--- src/rtl/lifo_stack_ctrl.sv ---
// lifo_stack_ctrl: push/pop stack datapath with registered pop output and status/error pulses
module lifo_stack_ctrl #(
  parameter int DEPTH = 4,
  parameter int WIDTH = 4,
  parameter int PTR_W = 3
) (
  input  logic             clk,
  input  logic             reset,
  input  logic             push,
  input  logic             pop,
  input  logic [WIDTH-1:0] data_in,
  output logic [WIDTH-1:0] data_out,
  output logic             out_valid,
  output logic [WIDTH-1:0] top,
  output logic [PTR_W-1:0] count,
  output logic             full,
  output logic             empty,
  output logic             overflow,
  output logic             underflow
);
  localparam int AW = DEPTH > 1 ? $clog2(DEPTH) : 1;
  logic [WIDTH-1:0] mem [DEPTH];
  logic [PTR_W-1:0] top_idx, wr_idx;
  logic             wr_en, rd_en;
  assign full    = count == PTR_W'(DEPTH);
  assign empty   = count == '0;
  assign top_idx = count - PTR_W'(1);
  assign rd_en   = pop && !empty;
  assign wr_en   = push && (pop || !full);
  assign wr_idx  = rd_en ? top_idx : count;
  assign top     = empty ? '0 : mem[top_idx[AW-1:0]];
  // storage is deliberately unreset; only pushed words can ever be read back
  always_ff @(posedge clk)
    if (!reset && wr_en) mem[wr_idx[AW-1:0]] <= data_in;
  // pointer, popped word and one-cycle strobes; a replace keeps count and never overflows
  always_ff @(posedge clk or posedge reset)
    if (reset) begin
      count     <= '0;
      data_out  <= '0;
      out_valid <= 1'b0;
      overflow  <= 1'b0;
      underflow <= 1'b0;
    end else begin
      out_valid <= rd_en;
      overflow  <= push && !pop && full;
      underflow <= pop && empty;
      if (rd_en) data_out <= mem[top_idx[AW-1:0]];
      if (wr_en && !rd_en) count <= count + PTR_W'(1);
      else if (rd_en && !push) count <= top_idx;
    end
endmodule

--- config.mk ---
export PLATFORM = sky130hd
export DESIGN_NAME = lifo_stack_ctrl
export DESIGN_NICKNAME = d
export VERILOG_FILES = /design/src/rtl/lifo_stack_ctrl.sv
export SDC_FILE = /design/constraint.sdc
export NUM_CORES = 1
export LEC_CHECK = 0
export ABC_CLOCK_PERIOD_IN_PS = 2200
export CAP_MARGIN = 20
export CORE_MARGIN = 1
export CORE_UTILIZATION = 45
export DETAILED_ROUTE_END_ITERATION = 16
export PLACE_DENSITY = 0.79
export SLEW_MARGIN = 5
export SYNTH_ARGS = -nofsm -noshare
export SYNTH_HDL_FRONTEND = slang
export SYNTH_SLANG_ARGS = --single-unit
--- constraint.sdc ---
create_clock -name clk -period 2.2 [get_ports clk]
set_clock_uncertainty 0.15 [all_clocks]
set_input_delay 0.44 -clock clk [delete_from_list [all_inputs] [get_ports clk]]
set_output_delay 0.44 -clock clk [all_outputs]
set_load 0.1 [all_outputs]
==> results of run 1 <==
## sequential cells by signal, summed over array words and instances, names as in the netlist
name,count
mem,16
data_out,4
count,3
out_valid,1
overflow,1
underflow,1
## layer usage
metal / track usage (%) / vias to the layer above / share of wire, %
li1: - / 409 / -
met1: 23.5 / 434 / 40
met2: 32.9 / 31 / 54
met3: 3.95 / 7 / 4.1
met4: 8.77 / 0 / 1.7
met5: 0 / - / 0
## cell usage after synthesis
cell,count
xnor2_1,1
a31oi_1,1
mux2_4,4
nor2b_1,1
nand2_2,1
or3_1,3
and2_2,4
inv_2,1
buf_6,1
mux4_2,4
nand2b_2,1
nand3b_1,1
nand2_1,2
a21o_1,1
nor2_1,1
clkbuf_1,2
o21ai_0,4
ha_1,3
a21oi_1,5
o31ai_1,1
edfxtp_1,16
and3_1,2
nand3_1,8
inv_1,6
nor3b_1,1
o211ai_1,3
dfrtp_1,10
## per-stage QoR
| step | cells | setup TNS, ns | instance area (µm²) | setup slack [ns] | utilization (%) |
|---|---|---|---|---|---|
| 2_1_floorplan | 88 | -1.38 | 1280 | -0.183 | - |
| 3_3_place_gp | 145 | 0 | 1630 | 0.0828 | 65.3 |
| 6_report | 159 | -0.891 | 1770 | -0.249 | 71.0 |
| 5_1_grt | 159 | -1.03 | 1770 | -0.281 | 71.0 |
| 3_5_place_dp | 145 | 0 | 1630 | 0.0358 | 65.3 |
| 4_1_cts | 157 | -0.845 | 1750 | -0.238 | 70.1 |
## kinds of logic (layout without fill, tap and decap cells)
| logic type | count (synthesis) | count (layout) | share of synthesized area [%] |
|---|---|---|---|
| buffers and inverters | 10 | 51 | 3.72 |
| flip-flops | 26 | 26 | 60.4 |
| AO/OA/AOI/OAI | 15 | 15 | 7.34 |
| adder cells (fa/ha/maj) | 3 | 3 | 3.10 |
| XOR/XNOR | 1 | 1 | 0.724 |
| multiplexers | 8 | 8 | 12.4 |
| AND/OR/NAND/NOR | 25 | 25 | 12.3 |
## worst paths after layout
path                             startpoint          end  slack [ns]
worst max-delay path               count[0]       top[1]       -0.25
max in group asynchronous             reset     count[1]        1.51
worst min register to register  data_out[2]  data_out[2]        0.39
worst min-delay path                  reset     overflow        0.24
worst max register to register     count[0]    mem[3][0]        0.08
min in group clk                data_out[2]  data_out[2]        0.39
## worst max-delay path: cells and delay by family, from the launching register on
kind / cells / cell delay [ns]
buffers and inverters: 2 / 0.21
multiplexers: 1 / 0.34
flip-flops: 1 / 0.50
AND/OR/NAND/NOR: 1 / 0.17
adder cells (fa/ha/maj): 1 / 0.30
## layout make-up
class                   instances  area, µm²  area share, %
clock buffers                   3       22.5           1.27
clock inverters                 1       30.0           1.69
inverters                       7       41.3           2.33
multi-input cells              52        482           27.2
flip-flops and latches         26        739           41.7
well taps                      30       37.5           2.12
repair buffers                 40        422           23.8
## timing repair
action | CTS | global route
buffers inserted | 8 | 2
pin swaps | 5 | 1
gates cloned | 0 | 0
resized for setup | 3 | 1
setup endpoints to repair | 4 | 8
==> run summary, run 1 <==
The transition time at the pin with the least slew margin came out at 0.628 ns. The final number of max-transition violations came out at 0. Counting every instance in the synthesized netlist gives slightly below 90.

The number of different library cells used by synthesis comes to 27. The remaining design rule violation count came out at 0. The via-per-instance ratio is ~5.5. The initial core utilization came out at 48.4%. The floorplan die height is roughly 54 µm.

The library cell used most frequently in the layout, excluding fill and tap cells, is buf_4. Of the post-synthesis cell area, the dominant cell type holds between 30% and 40%. The yosys synthesis warning count is 0. In this run the worst hold path is classified as primary input to asynchronous set/reset pin.

The number of routed nets with antenna violations came out at 0. The ratio of final minimum period to clock period is 111%. Cells with a size suffix above 1 make up 49.6% of the layout.

The longest individual stage delay on the worst path is roughly 0.5 ns. Setup repair after global routing could not meet its margin everywhere. The sum of routed wire length over all layers is 2530 µm. The area of the core came out at about 2500 µm². The slowest library cell on the worst path is dfrtp_4. The horizontal die dimension came out at 53.9 µm.

The detailed-router iteration count before antenna repair came out at 4. The count of antenna diodes in the layout is 0. The wire length of the first global-routing pass is around 3700 µm.

The number of nets in the synthesized netlist is about 100. The H-tree depth came out at 1. From synthesis to final layout, the design area changed by 46.6%. The number of buffers inserted by port buffering came out at 23. After synthesis, flip-flops and latches occupy between 60 and 70% of the total area. The total congestion overflow after global routing came out at 0. The run finished, with violations left. The worst path setup slack after routing came out at -0.249 ns.

The total CTS buffers came out at 3. The number of global-route vias before repair is approximately 810. The post-synthesis register bit count is 26. The site row count is 18. The critical path arrival is approximately 1.9 ns. The number of antenna violations at the first check in global routing is 0.

The I/O pin count came out at 24. The count of final hold-check violations came to 0. Counting the fill cells in the layout gives 167. Ranked by total cell area, the synthesized netlist is headed by edfxtp_1 40%, dfrtp_1 21%, mux4_2 7.4%, mux2_4 5.0%, nand3_1 3.3%.

The clock-pin slew on the worst setup and hold paths came out at around 0.15 ns. The cell accounting for the most synthesized area is edfxtp_1. The max-cap violation count is 0.

In the layout the commonest cells are 23 x buf_4, 16 x edfxtp_1, 8 x nand3_1, 8 x buf_12. After detailed routing, the average wire length per cell comes to 15.9 µm. The pin count of the biggest net entering global routing came out at 16. The critical path goes through inv_6, ha_4, mux4_2, and2_4, buf_12. The TritonCTS sink count came out at 26. Headroom to the max-slew limit came out at around 58%. After the first detailed-routing iteration, the DRC count stood at 21. The startpoint-to-endpoint class of the critical path is register to output port. The final reports fail on negative setup slack. Once detailed placement completed, the half-perimeter wirelength came to roughly 1700 µm. The total via count in the routed design is between 800 and 900. Static timing analysis puts the maximum clock frequency at roughly 410 MHz. Measured in cells, the most critical reg-to-reg path has a length of 5. The maximum buffer depth of the clock tree is 2. The maximum fanout along the worst path is 6.

The mean area per synthesized cell came out at 13.7 µm². The setup violation total in the final timing report is 4. The shortest clock period the worst path allows after layout is 2.45 ns. The number of nets at the end of the flow came out at about 140.

TritonCTS built the clock tree. The root buffer cell is clkbuf_4. After synthesis the cells add up to 1210 µm². The global routing usage summed across all routing layers is 19.4%. In this run, post-CTS hold repair placed 0 buffers. The element type at the critical path end is an output port.

The startpoint kind of the worst setup timing path is a register. The required time reported for the critical path endpoint came out at between 1.5 and 2 ns. Hold is met by roughly 0.24 ns. Routability-driven placement finished with a final weighted congestion of 0.877. The die covers 2900 µm².

The later pin in the worst-skew pair is clocked with a latency of approximately 0.33 ns.
Power of run 1 is not shown: default switching activity piles up to over one toggle a cycle in this logic, so the estimate is an artifact.
==> run 2: changes to the inputs <==
--- a/config.mk
+++ b/config.mk
@@ -7,8 +7,9 @@
 export LEC_CHECK = 0
 export ABC_CLOCK_PERIOD_IN_PS = 2200
 export CAP_MARGIN = 20
-export CORE_MARGIN = 1
+export CORE_MARGIN = 8
 export CORE_UTILIZATION = 45
+export CTS_CLUSTER_DIAMETER = 60
 export DETAILED_ROUTE_END_ITERATION = 16
 export PLACE_DENSITY = 0.79
 export SLEW_MARGIN = 5
==> run summary, run 2 (synthesis results as in run 1) <==
The run finished, with violations left. The final reports fail on negative setup slack. The area of the core was 2660 µm² (+6.5%). The total via count in the routed design came out at 876 (-0.57%). The placement-stage worst setup slack came out at 0.0667 ns (+0.0310 ns).

The maximum fanout along the worst path is 5 (-1). Setup repair after global routing could not meet its margin everywhere. The ratio of final minimum period to clock period was 109% (-2.8 points). The transition time at the pin with the least slew margin was 0.563 ns (-0.0658 ns). The worst relative slew slack is 62.3% (+4.4 points). The shortest clock period the worst path allows after layout is 2.39 ns (-0.0624 ns).

The wire length of the first global-routing pass came to 4480 µm (+20%). The detailed-router iteration count before antenna repair is 4 (unchanged). The via-per-instance ratio is 5.58 (+0.70%).

The total CTS buffers came out at 3 (unchanged). The critical path is of the register to output port type. The count of routing violations after the opening detailed-route iteration is 49 (+130%). The H-tree depth came out at 1 (unchanged). The startpoint kind of the worst setup timing path is a register. The number of antenna violations at the first check in global routing came out at 0 (unchanged). The number of global-route vias before repair is 913 (+13%).

The post-detailed-placement half-perimeter wirelength was 2070 µm (+20%). The critical path arrival came out at 1.80 ns (-0.06 ns). The summed negative setup slack over all endpoints is -0.692 ns (+0.199 ns). The growth of design area from synthesis to finish is 44.8%.

The setup violation total in the final timing report came to 4 (unchanged). The slowest library cell on the worst path is dfrtp_4. The final weighted congestion in routability-driven placement is 0.887 (+1.1%).

The number of buffers inserted by port buffering is 23 (unchanged). The post-route worst hold slack is 0.347 ns (+0.102 ns). The longest individual stage delay on the worst path is 0.54 ns (+0.04 ns). The initial core utilization came out at 45.4% (-3.0 points). TritonCTS built the clock tree. The fraction of final layout cells with drive strength greater than 1 came out at 49.2% (-0.41 points). The horizontal die dimension came out at 67.9 µm (+26%). The floorplan die height came out at 67.9 µm (+26%). The worst path setup slack after routing was -0.187 ns (+0.0624 ns). The later-pin clock latency in the skew report is 0.32 ns (about the same). The number of routed nets with antenna violations came out at 0 (unchanged).

The element type at the critical path end is an output port. Traced cell by cell, the critical path runs through inv_6, ha_4, mux4_2, and2_4, buf_12. The highest clock rate is 419 MHz (+2.6%). The TritonCTS sink count came out at 26 (unchanged). The remaining design rule violation count came out at 0 (unchanged). The die area is 4600 µm² (+59%). The site row count came out at 19 (+1). The number of hold buffers added after CTS is 0 (unchanged).

The maximum buffer depth of the clock tree is 2 (unchanged). The total non-filler cell area in the finished layout is 1750 µm² (-1.3%). The clock-pin slew on the worst setup and hold paths is 0.14 ns (about the same).

The count of final hold-check violations was 0 (unchanged). The count of antenna diodes in the layout came to 0 (unchanged). The flip-flop count of the largest register after layout came out at 16 (unchanged). The min-delay analysis places its worst path in the category primary input to asynchronous set/reset pin. In the layout the commonest cells are 20 x buf_4, 16 x edfxtp_1, 8 x nand3_1, 8 x buf_12. The root buffer cell is clkbuf_4.

The total congestion overflow after global routing was 0 (unchanged). The final number of max-transition violations is 0 (unchanged). Leaving out fill and tap cells, the most frequent cell in the layout is buf_4. The pin count of the biggest net entering global routing is 16 (unchanged). The sum of routed wire length over all layers is 2830 µm (+12%). The required time reported for the critical path endpoint is 1.61 ns (about the same). The number of nets at the end of the flow is 138 (-2.1%). The routed length per placed instance is 18.0 µm (+13%).

The global routing usage summed across all routing layers came out at 13.0% (-6.3 points). The max-cap violation count is 0 (unchanged). The I/O pin count is 24 (unchanged). The instance area at placement is 1640 µm² (+0.54%).
-- run 2: cell type report --
cell class | instances | area (µm²)
clock buffer | 3 | 22.5
clock inverter | 1 | 30.0
fill | 186 | 911
inverter | 7 | 43.8
multi-input combinational | 52 | 474
sequential | 26 | 739
tap | 31 | 38.8
timing repair buffer | 37 | 403
-- run 2: per-layer routing --
metal / global-route usage [%] / up-vias / part of all wire [%]
met5: 0 / - / 0
met4: 4.09 / 0 / 0.35
met3: 5.07 / 2 / 9.7
met2: 22.0 / 52 / 49
met1: 15.0 / 416 / 41
li1: - / 406 / -
-- run 2: stage by stage --
step	util [%]	cells
after detailed placement	61.7	147
after floorplan	-	88
after global placement	61.7	147
after global routing	65.8	157
final	65.8	157
after CTS	65.2	155
-- run 2: what timing repair did --
| item | in CTS | in global routing |
|---|---|---|
| buffers inserted | 4 | 2 |
| setup endpoints to repair | 4 | 4 |
| hold endpoints to repair | 0 | 0 |
| pin swaps | 5 | 1 |
| gates resized for setup | 4 | 0 |
-- run 2: critical path: cells and delay by family (launching register included) --
family                   cells  cell delay, ns
adder cells (fa/ha/maj)      1            0.22
buffers and inverters        2            0.24
flip-flops                   1            0.54
multiplexers                 1            0.31
AND/OR/NAND/NOR              1            0.17
-- run 2: final timing paths --
path | start | depth (start not counted) | slack [ns] | endpoint
max | count[0] | 5 | -0.19 | top[1]
min | reset | 3 | 0.35 | data_out[2]
max reg2reg | count[0] | 5 | 0.10 | mem[2][2]
min reg2reg | data_out[2] | 1 | 0.38 | data_out[2]
max in group asynchronous | reset | 3 | 1.40 | count[0]
min in group clk | data_out[2] | 1 | 0.38 | data_out[2]
Power of run 2 is left out for the same reason.
